$ cat src/rtl/mem_access_ctrl_if.sv
// Data-memory request/acknowledge bus between the memory-stage controller and the data RAM port.
// The controller uses the master modport and the RAM side uses the slave modport.
interface mem_access_ctrl_if #(
  parameter int ADDR_W = 32,
  parameter int DATA_W = 32
);
  logic              dmem_req_o;
  logic              dmem_we_o;
  logic [ADDR_W-1:0] dmem_addr_o;
  logic [DATA_W-1:0] dmem_wdata_o;
  logic              dmem_ack_i;
  logic [DATA_W-1:0] dmem_rdata_i;

  modport master (
    output dmem_req_o, dmem_we_o, dmem_addr_o, dmem_wdata_o,
    input  dmem_ack_i, dmem_rdata_i
  );

  modport slave (
    input  dmem_req_o, dmem_we_o, dmem_addr_o, dmem_wdata_o,
    output dmem_ack_i, dmem_rdata_i
  );
endinterface

$ cat src/rtl/mem_access_ctrl.sv
// Memory-stage access controller: stalls the pipeline while one load/store runs against the data RAM.
// Optional MEM_TIMEOUT_EN adds an ack-wait counter that aborts a request after TIMEOUT+1 REQ cycles.
module mem_access_ctrl #(
  parameter int ADDR_W  = 32,
  parameter int DATA_W  = 32,
  parameter int TIMEOUT = 15
) (
  input  logic              clk,
  input  logic              rst,
  input  logic              mem_en_i,
  input  logic              mem_r_i,
  input  logic [ADDR_W-1:0] addr_i,
  input  logic [DATA_W-1:0] wdata_i,
  output logic              stall_o,
  mem_access_ctrl_if.master dmem,
  output logic [DATA_W-1:0] rdata_o,
  output logic              rdata_valid_o,
  output logic              err_o
);

  typedef enum logic [1:0] {IDLE, REQ, DONE} state_t;

  state_t            state_q, state_d;
  logic [ADDR_W-1:0] addr_q, addr_d;
  logic [DATA_W-1:0] wdata_q, wdata_d;
  logic              we_q, we_d;
  logic [DATA_W-1:0] rdata_q, rdata_d;
  logic              rvld_q, rvld_d;
  logic              err_q, err_d;
  logic              aligned;

`ifdef MEM_TIMEOUT_EN
  localparam logic [3:0] TIMEOUT_C = 4'(TIMEOUT);
  logic [3:0] cnt_q, cnt_d;
`else
  logic unused_timeout;
  assign unused_timeout = |TIMEOUT;
`endif

  assign aligned = (addr_i[1:0] == 2'b00);

  always_comb begin
    state_d = state_q;
    addr_d  = addr_q;
    wdata_d = wdata_q;
    we_d    = we_q;
    rdata_d = rdata_q;
    rvld_d  = 1'b0;
    err_d   = 1'b0;
`ifdef MEM_TIMEOUT_EN
    cnt_d   = cnt_q;
`endif
    case (state_q)
      IDLE: begin
        if (mem_en_i && aligned) begin
          addr_d  = addr_i;
          wdata_d = wdata_i;
          we_d    = ~mem_r_i;
          state_d = REQ;
`ifdef MEM_TIMEOUT_EN
          cnt_d   = 4'd0;
`endif
        end else if (mem_en_i) begin
          err_d = 1'b1;
        end
      end
      REQ: begin
        if (dmem.dmem_ack_i) begin
          if (!we_q) begin
            rdata_d = dmem.dmem_rdata_i;
            rvld_d  = 1'b1;
          end
          state_d = DONE;
        end
`ifdef MEM_TIMEOUT_EN
        else if (cnt_q == TIMEOUT_C) begin
          err_d   = 1'b1;
          state_d = DONE;
        end else begin
          cnt_d = cnt_q + 4'd1;
        end
`endif
      end
      // DONE releases the stall for one cycle so the finished instruction leaves MEM.
      DONE:    state_d = IDLE;
      default: state_d = IDLE;
    endcase
  end

  always_ff @(posedge clk or posedge rst) begin
    if (rst) begin
      state_q <= IDLE;
      addr_q  <= '0;
      wdata_q <= '0;
      we_q    <= 1'b0;
      rdata_q <= '0;
      rvld_q  <= 1'b0;
      err_q   <= 1'b0;
`ifdef MEM_TIMEOUT_EN
      cnt_q   <= 4'd0;
`endif
    end else begin
      state_q <= state_d;
      addr_q  <= addr_d;
      wdata_q <= wdata_d;
      we_q    <= we_d;
      rdata_q <= rdata_d;
      rvld_q  <= rvld_d;
      err_q   <= err_d;
`ifdef MEM_TIMEOUT_EN
      cnt_q   <= cnt_d;
`endif
    end
  end

  assign stall_o           = ((state_q == IDLE) && mem_en_i && aligned) || (state_q == REQ);
  assign dmem.dmem_req_o   = (state_q == REQ);
  assign dmem.dmem_we_o    = we_q;
  assign dmem.dmem_addr_o  = addr_q;
  assign dmem.dmem_wdata_o = wdata_q;
  assign rdata_o           = rdata_q;
  assign rdata_valid_o     = rvld_q;
  assign err_o             = err_q;

endmodule

$ cat src/flat_wrapper.sv
// flat-port wrapper written by rule: the top's interface ports become plain ports
module mem_access_ctrl_flat 
#(
  parameter int ADDR_W  = 32,
  parameter int DATA_W  = 32,
  parameter int TIMEOUT = 15
)
  (clk, rst, mem_en_i, mem_r_i, addr_i, wdata_i, stall_o, rdata_o, rdata_valid_o, err_o, dmem_dmem_req_o, dmem_dmem_we_o, dmem_dmem_addr_o, dmem_dmem_wdata_o, dmem_dmem_ack_i, dmem_dmem_rdata_i);
  mem_access_ctrl_if #(.ADDR_W(ADDR_W), .DATA_W(DATA_W)) dmem_i ();
  input  logic clk;
  input  logic rst;
  input  logic mem_en_i;
  input  logic mem_r_i;
  input  logic [ADDR_W-1:0] addr_i;
  input  logic [DATA_W-1:0] wdata_i;
  output logic stall_o;
  output logic [DATA_W-1:0] rdata_o;
  output logic rdata_valid_o;
  output logic err_o;
  output wire logic [$bits(dmem_i.dmem_req_o)-1:0] dmem_dmem_req_o;
  output wire logic [$bits(dmem_i.dmem_we_o)-1:0] dmem_dmem_we_o;
  output wire logic [$bits(dmem_i.dmem_addr_o)-1:0] dmem_dmem_addr_o;
  output wire logic [$bits(dmem_i.dmem_wdata_o)-1:0] dmem_dmem_wdata_o;
  input wire logic [$bits(dmem_i.dmem_ack_i)-1:0] dmem_dmem_ack_i;
  input wire logic [$bits(dmem_i.dmem_rdata_i)-1:0] dmem_dmem_rdata_i;
  assign dmem_dmem_req_o = dmem_i.dmem_req_o;
  assign dmem_dmem_we_o = dmem_i.dmem_we_o;
  assign dmem_dmem_addr_o = dmem_i.dmem_addr_o;
  assign dmem_dmem_wdata_o = dmem_i.dmem_wdata_o;
  assign dmem_i.dmem_ack_i = dmem_dmem_ack_i;
  assign dmem_i.dmem_rdata_i = dmem_dmem_rdata_i;
  mem_access_ctrl #(.ADDR_W(ADDR_W), .DATA_W(DATA_W), .TIMEOUT(TIMEOUT)) u_core (.clk(clk), .rst(rst), .mem_en_i(mem_en_i), .mem_r_i(mem_r_i), .addr_i(addr_i), .wdata_i(wdata_i), .stall_o(stall_o), .dmem(dmem_i), .rdata_o(rdata_o), .rdata_valid_o(rdata_valid_o), .err_o(err_o));
endmodule
$ cat config.mk
export PLATFORM = sky130hd
export DESIGN_NAME = mem_access_ctrl_flat
export DESIGN_NICKNAME = d
export VERILOG_FILES = /design/src/rtl/mem_access_ctrl_if.sv /design/src/rtl/mem_access_ctrl.sv /design/src/flat_wrapper.sv
export SDC_FILE = /design/constraint.sdc
export NUM_CORES = 1
export LEC_CHECK = 0
export CAP_MARGIN = 30
export CORE_MARGIN = 2
export CORE_UTILIZATION = 43
export CTS_CLUSTER_DIAMETER = 150
export DETAILED_ROUTE_END_ITERATION = 16
export GPL_TIMING_DRIVEN = 0
export PLACE_DENSITY = 0.86
export SLEW_MARGIN = 20
export SYNTH_ARGS = -nofsm -noshare
export SYNTH_HDL_FRONTEND = slang
export SYNTH_SLANG_ARGS = --single-unit
$ cat constraint.sdc
create_clock -name clk -period 5.6 [get_ports clk]
set_clock_uncertainty 0.1 [all_clocks]
set_input_delay 0.84 -clock clk [delete_from_list [all_inputs] [get_ports clk]]
set_output_delay 0.84 -clock clk [all_outputs]
set_load 0.005 [all_outputs]
==> results of run 1 <==
-- Yosys cell counts --
library cell | count | area share
sky130_fd_sc_hd__nand2_1 | 2 | 0.0019
sky130_fd_sc_hd__and2_1 | 3 | 0.0048
sky130_fd_sc_hd__buf_2 | 2 | 0.0026
sky130_fd_sc_hd__nor3b_4 | 1 | 0.0048
sky130_fd_sc_hd__a21oi_1 | 1 | 0.0013
sky130_fd_sc_hd__inv_1 | 2 | 0.0019
sky130_fd_sc_hd__dfrtp_1 | 101 | 0.65
sky130_fd_sc_hd__nor3b_2 | 1 | 0.0032
sky130_fd_sc_hd__mux2_4 | 36 | 0.14
sky130_fd_sc_hd__nor2_1 | 1 | 0.00096
sky130_fd_sc_hd__nand2b_1 | 1 | 0.0016
sky130_fd_sc_hd__o21ai_0 | 1 | 0.0013
sky130_fd_sc_hd__mux2_2 | 58 | 0.17
sky130_fd_sc_hd__buf_6 | 7 | 0.020
sky130_fd_sc_hd__a31oi_1 | 1 | 0.0016
sky130_fd_sc_hd__buf_4 | 1 | 0.0019
sky130_fd_sc_hd__nor2b_1 | 1 | 0.0016
-- metal layers --
metal / wire (um) / GRT usage / vias to the layer above
li1: - / - / 1184
met1: 3660 / 0.232 / 1266
met2: 4570 / 0.332 / 124
met3: 856 / 0.0738 / 12
met4: 121 / 0.0527 / 0
met5: 0 / 0 / -
-- critical path: stages --
cell and delay [ns]:
sky130_fd_sc_hd__clkdlybuf4s50_1 0.45, sky130_fd_sc_hd__nor3b_2 0.26, sky130_fd_sc_hd__nand2_1 0.12, sky130_fd_sc_hd__buf_4 0.21, sky130_fd_sc_hd__buf_6 0.16, sky130_fd_sc_hd__nand2_1 0.06, sky130_fd_sc_hd__clkdlybuf4s50_1 0.51
-- worst paths after layout --
path | from | to | depth (start not counted)
max | mem_en_i | stall_o | 7
min | u_core.dmem.dmem_addr_o[1] | u_core.dmem.dmem_addr_o[1] | 1
min reg2reg | u_core.dmem.dmem_addr_o[1] | u_core.dmem.dmem_addr_o[1] | 1
max in group asynchronous | rst | u_core.dmem.dmem_addr_o[1] | 3
min in group asynchronous | rst | u_core.dmem.dmem_addr_o[16] | 2
max reg2reg | u_core.state_q[1] | u_core.rdata_o[24] | 4
-- registers in the layout, summed over array words and instances, names as in the netlist --
name	count
u_core.dmem.dmem_we_o	1
u_core.state_q	2
u_core.dmem.dmem_addr_o	32
u_core.err_o	1
u_core.rdata_o	32
u_core.rdata_valid_o	1
u_core.dmem.dmem_wdata_o	32
-- kinds of logic (layout without fill, tap and decap cells) --
logic type | after synthesis | in the layout | share of synthesized area
DFF | 101 | 101 | 0.646
muxes | 94 | 94 | 0.305
buffers and inverters | 12 | 229 | 0.0265
and+or+nand+nor | 10 | 10 | 0.0189
AOI/OAI and AO/OA | 3 | 3 | 0.00415
-- per-stage QoR --
| stage | utilization | worst slack [ns] | cell area (um^2) | hold WS [ns] | std cells |
|---|---|---|---|---|---|
| after floorplan | - | 2.01 | 3920 | 0.378 | 220 |
| after global placement | 0.692 | 0.617 | 6060 | 0.369 | 529 |
| after detailed placement | 0.695 | 2.04 | 6090 | 0.379 | 530 |
| after CTS | 0.721 | 2.02 | 6320 | 0.400 | 545 |
| after global routing | 0.721 | 1.93 | 6320 | 0.422 | 545 |
| final | 0.721 | 2.04 | 6320 | 0.407 | 545 |
-- layout make-up --
cell class | count | area (um^2)
Clock inverter | 5 | 83.8
Fill cell | 606 | 2450
Clock buffer | 10 | 138
Timing Repair Buffer | 202 | 2040
Inverter | 2 | 12.5
Multi-Input combinational cell | 107 | 1280
Sequential cell | 101 | 2530
Tap cell | 108 | 135
Buffer | 10 | 96.3
-- power by group --
part           leakage (nW)  switching (mW)  internal, mW
logic                  1.47           0.234         0.667
registers              1.21           0.124         0.964
clock network         0.105           0.245         0.263
==> qor.log, run 1 <==
[worst_setup_path] Critical Path Fanout Max 10
[sta] minimum period implied by the final worst setup slack 3.56 ns
[final_layout] most common cell after layout, fill and taps aside sky130_fd_sc_hd__clkdlybuf4s50_1
[clock_network] # Post-CTS Setup Buffers 0
[place] Routability Congestion 0.698
[grt] total track usage 0.195
[route] routed wirelength normalized by instance count 16.9 um
[pwr] worst vdd ir 0.000197 V
[route] remaining number of nets flagged by the antenna check after routing 0
[run_status] status finished, final reports clean
[flow_run] max-cap violations 0
[floorplanning] Rows 34
[route] total vias in the final route 2,586
[worst_setup_path] CP required 4.66 ns
[logic_synthesis] average cell area after synthesis 17.8 um^2
[logic_synthesis] post-synthesis cell count 220
[final_layout] number of diodes added for antenna fixing 0
[logic_synthesis] synthesized net count 321
[sta] worst-case headroom to the max-slew limit 0.649
[logic_synthesis] number of storage elements in the synthesis netlist 101
[clock_network] clock tree from TritonCTS built
[sta] Finish-stage setup viols 0
[worst_setup_path] r2r setup slk 3.78 ns
[grt] antenna violations before repair 0
[sta] worst-margin pin slew 0.527 ns
[logic_synthesis] distinct cell type count after synthesis 17
[place] number of buffer cells added on primary ports 201
[route] routed via count divided by cell count 4.74
[place] Detail Placement HPWL 7050 um
[grt] pin count of the biggest net entering global routing 59
[pwr] power density normalized to cell area 395 nW/um^2
[grt] leftover overflow at the end of global routing 0
[sta] sum of negative setup slack 0 ns
[route] detailed-route DRC error count 0
[sta] count of final hold-check violations 0
[clock_network] quantity of hold-fixing buffers added after cts 0
[clock_network] CTS-repair resized insts 0
[floorplanning] Starting Density 0.447
[logic_synthesis] netlist area before placement 3920 um^2
[clock_network] clk buf depth 2
[worst_setup_path] type of destination of the critical path output pin
[logic_synthesis] yosys warns 0
[route] detailed router's first-iteration violation count 29
[logic_synthesis] post-synthesis sequential area ratio 0.646
[clock_network] CTS sink cnt 101
[clock_network] clock transition at the registers of the reported paths 0.09 ns
[sta] number of max-slew violations in the final report 0
[worst_setup_path] kind of launch point of the worst setup path primary input
[floorplanning] Core Box Area 8760 um^2
[final_layout] layout cell share with drive strength beyond 1 0.281
[floorplanning] Die X 99.4 um
[sta] share of the clock period used by the worst path 0.635
[pwr] Pwr Total 2.50 mW
[floorplanning] I/O pin cnt 202
[floorplanning] Chip Height 99.4 um
[route] sum of routed wire length over all layers 9210 um
[floorplanning] die area 9880 um^2
[sta] setup repair after global routing missed its margin no
[clock_network] Inserted Clock Buffers 9
[clock_network] Max H-tree Level 3
[final_layout] top library cells by usage in the layout, fill and taps aside sky130_fd_sc_hd__clkdlybuf4s50_1 (201), sky130_fd_sc_hd__dfrtp_1 (101), sky130_fd_sc_hd__mux2_2 (58)
[pwr] leakage power 2.78 nW
[worst_hold_path] class of the most critical hold timing path reg2reg
[grt] first-pass GRT wire length 14,900 um
[worst_setup_path] critical path class in2out
[clock_network] worst skew pair latency 0.35 ns
[clock_network] clock tree root driver cell sky130_fd_sc_hd__clkbuf_8
[final_layout] area growth from synthesis to final layout 61.3%
[route] drt pass-1 iters 4
[worst_setup_path] critical path data arrival time 2.62 ns
[final_layout] nets 534
[grt] vias in the first global route 2,915
[sta] fmax 0.281 GHz
Note: power is estimated with default switching activity, not from simulation.
==> run 2, diff against run 1 <==
--- a/config.mk
+++ b/config.mk
@@ -7,11 +7,11 @@
 export LEC_CHECK = 0
 export CAP_MARGIN = 30
 export CORE_MARGIN = 2
-export CORE_UTILIZATION = 43
+export CORE_UTILIZATION = 36
 export CTS_CLUSTER_DIAMETER = 150
 export DETAILED_ROUTE_END_ITERATION = 16
 export GPL_TIMING_DRIVEN = 0
-export PLACE_DENSITY = 0.86
+export PLACE_DENSITY = 0.77
 export SLEW_MARGIN = 20
 export SYNTH_ARGS = -nofsm -noshare
 export SYNTH_HDL_FRONTEND = slang
==> constraint.sdc (replaced) <==
create_clock -name clk -period 2.9 [get_ports clk]
set_clock_uncertainty 0.1 [all_clocks]
set_input_delay 0.435 -clock clk [delete_from_list [all_inputs] [get_ports clk]]
set_output_delay 0.435 -clock clk [all_outputs]
set_load 0.005 [all_outputs]
==> qor.log, run 2 (synthesized netlist as in run 1, its figures left out) <==
[run_status] status finished, final reports clean
[final_layout] most common cell after layout, fill and taps aside sky130_fd_sc_hd__clkdlybuf4s50_1
[route] drt pass-1 iters 4 [unchanged]
[sta] worst-case headroom to the max-slew limit 0.645 [-0.00365]
[worst_setup_path] critical path class in2out
[floorplanning] Die X 108 um [+8.9%]
[worst_setup_path] crit-path leading delay family buffers and inverters
[worst_setup_path] CP required 2.37 ns [-2.29 ns]
[worst_hold_path] class of the most critical hold timing path in2async
[place] number of buffer cells added on primary ports 201 [unchanged]
[clock_network] CTS-repair resized insts 0 [unchanged]
[clock_network] worst skew pair latency 0.35 ns [about the same]
[route] sum of routed wire length over all layers 9150 um [-0.68%]
[pwr] power density normalized to cell area 726 nW/um^2 [+84%]
[final_layout] post-layout utilization of the core 0.590 [-0.131]
[clock_network] clock tree root driver cell sky130_fd_sc_hd__clkbuf_8
[sta] setup repair after global routing missed its margin no
[final_layout] top library cells by usage in the layout, fill and taps aside sky130_fd_sc_hd__clkdlybuf4s50_1 (201), sky130_fd_sc_hd__dfrtp_1 (101), sky130_fd_sc_hd__mux2_2 (58)
[worst_setup_path] critical path data arrival time 2.26 ns [-0.36 ns]
[clock_network] Inserted Clock Buffers 9 [unchanged]
[floorplanning] Starting Density 0.364 [-0.0824]
[grt] total track usage 0.155 [-0.0392]
[final_layout] number of diodes added for antenna fixing 0 [unchanged]
[final_layout] layout cell share with drive strength beyond 1 0.286 [+0.00490]
[worst_setup_path] kind of launch point of the worst setup path primary input
[place] Detail Placement HPWL 6990 um [-0.82%]
[pwr] combinational share of power 0.379 [+0.018]
[route] remaining number of nets flagged by the antenna check after routing 0 [unchanged]
[clock_network] CTS sink cnt 101 [unchanged]
[route] detailed router's first-iteration violation count 70 [+140%]
[sta] worst-margin pin slew 0.531 ns [+0.00435 ns]
[final_layout] nets 536 [+0.37%]
[pwr] switching portion of total power 0.248 [+0.00632]
[place] Routability Congestion 0.717 [+2.8%]
[worst_setup_path] biggest cell delay along the critical path 0.53 ns [+0.02 ns]
[sta] number of max-slew violations in the final report 0 [unchanged]
[grt] leftover overflow at the end of global routing 0 [unchanged]
[final_layout] area growth from synthesis to final layout 61.9%
[pwr] clock share of power 0.165 [-0.039]
[sta] fmax 0.358 GHz
[grt] antenna violations before repair 0 [unchanged]
[route] routed via count divided by cell count 4.46 [-6.1%]
[route] detailed-route DRC error count 0 [unchanged]
[sta] share of the clock period used by the worst path 0.962
[worst_setup_path] crit-path cells clkdlybuf4s50_1 -> nor3b_4 -> nand2_2 -> buf_4 -> buf_6 -> nand2_1 -> clkdlybuf4s50_1
[worst_setup_path] Critical Path Fanout Max 10 [unchanged]
[worst_setup_path] critical-path cell with the highest stage delay sky130_fd_sc_hd__clkdlybuf4s50_1
[pwr] leakage power 2.78 nW [about the same]
[floorplanning] Chip Height 108 um [+8.9%]
[clock_network] clock tree from TritonCTS built
[floorplanning] I/O pin cnt 202 [unchanged]
[clock_network] clock transition at the registers of the reported paths 0.09 ns [about the same]
[pwr] Pwr Total 4.60 mW [+84%]
[worst_setup_path] number of buffer and inverter instances along the worst setup path 4 [unchanged]
[grt] vias in the first global route 2,751 [-5.6%]
[clock_network] # Post-CTS Setup Buffers 0 [unchanged]
[clock_network] Max H-tree Level 3 [unchanged]
[route] routed wirelength normalized by instance count 15.8 um [-6.7%]
[sta] Finish-stage setup viols 0 [unchanged]
[floorplanning] Rows 38 [+12%]
[sta] minimum period implied by the final worst setup slack 2.79 ns
[pwr] switching power summed over all nets 1.14 mW [+89%]
[route] total vias in the final route 2,585 [-0.039%]
[worst_setup_path] type of destination of the critical path output pin
[clock_network] clk buf depth 2 [unchanged]
[grt] pin count of the biggest net entering global routing 34 [-42%]
[sta] sum of negative setup slack 0 ns [unchanged]
[floorplanning] Core Box Area 10,700 um^2 [+23%]
[flow_run] max-cap violations 0 [unchanged]
[clock_network] quantity of hold-fixing buffers added after cts 0 [unchanged]
[pwr] worst vdd ir 0.000360 V [+82%]
[sta] count of final hold-check violations 0 [unchanged]
[worst_setup_path] cell repeated most along the worst path sky130_fd_sc_hd__clkdlybuf4s50_1
[floorplanning] die area 11,700 um^2 [+19%]
[pwr] sequential power share 0.456 [+0.020]
[pwr] Pint 3.46 mW [+83%]
[grt] first-pass GRT wire length 13,900 um [-6.9%]
==> run 2: cell count changes in the layout (fill, tap and decap cells not counted), sizes merged <==
| cell | change |
|---|---|
| clkinv | +6 |
| bufinv | -2 |
| buf | +2 |
| clkinvlp | -1 |
| inv | -2 |
==> run 2: power groups by stage <==
stage | Combinational, mW | Sequential [mW] | Clock (mW)
after global routing | 1.86 | 2.15 | 0.861
after CTS | 1.77 | 2.10 | 0.792
after global placement | 1.72 | 2.10 | 0
after detailed placement | 1.77 | 2.13 | 0
after floorplan | 0.538 | 2.15 | 0
final | 1.74 | 2.10 | 0.758
==> run 2: layout make-up <==
type	instances	area [um^2]
fill	868	4410
sequential	101	2530
timing repair buffer	204	2080
multi-input combinational	107	1290
tap	140	175
clock buffer	10	128
buffer	10	96.3
clock inverter	6	30.0
inverter	2	11.3
==> run 2: per-stage QoR <==
step                setup slack, ns  cells  cell area [um^2]  hold slack (ns)
floorplan                      1.16    220              3920            0.378
global placement             0.0792    561              6110            0.370
detailed placement           0.0743    564              6170            0.373
CTS                          0.0629    580              6330            0.371
global route                 0.0204    580              6340            0.397
finish                        0.110    580              6340            0.375
==> run 2: per-layer routing <==
| metal | track usage | vias to the layer above | routed length, um |
|---|---|---|---|
| met1 | 0.193 | 1280 | 3770 |
| met3 | 0.0561 | 11 | 782 |
| met4 | 0.0531 | 0 | 122 |
| met5 | 0 | - | 0 |
| li1 | - | 1185 | - |
| met2 | 0.252 | 109 | 4470 |
==> run 2: path summary, 6_finish.rpt <==
path | to | cells after the start | slack, ns | from
hold reg to reg | u_core.dmem.dmem_addr_o[1] | 1 | 0.39 | u_core.dmem.dmem_addr_o[1]
hold / removal | u_core.rdata_o[15] | 2 | 0.38 | rst
setup reg to reg | u_core.rdata_o[0] | 4 | 1.10 | u_core.state_q[1]
min in group clk | u_core.dmem.dmem_addr_o[1] | 1 | 0.39 | u_core.dmem.dmem_addr_o[1]
max in group asynchronous | u_core.dmem.dmem_wdata_o[6] | 4 | 1.65 | rst
setup / recovery | stall_o | 7 | 0.11 | mem_en_i
==> run 2: worst reg2reg max path, delay by kind of cell (launching register included) <==
family	cells	cell delay (ns)
buffers and inverters	1	0.21
DFF	1	0.41
muxes	1	0.35
and+or+nand+nor	2	0.63
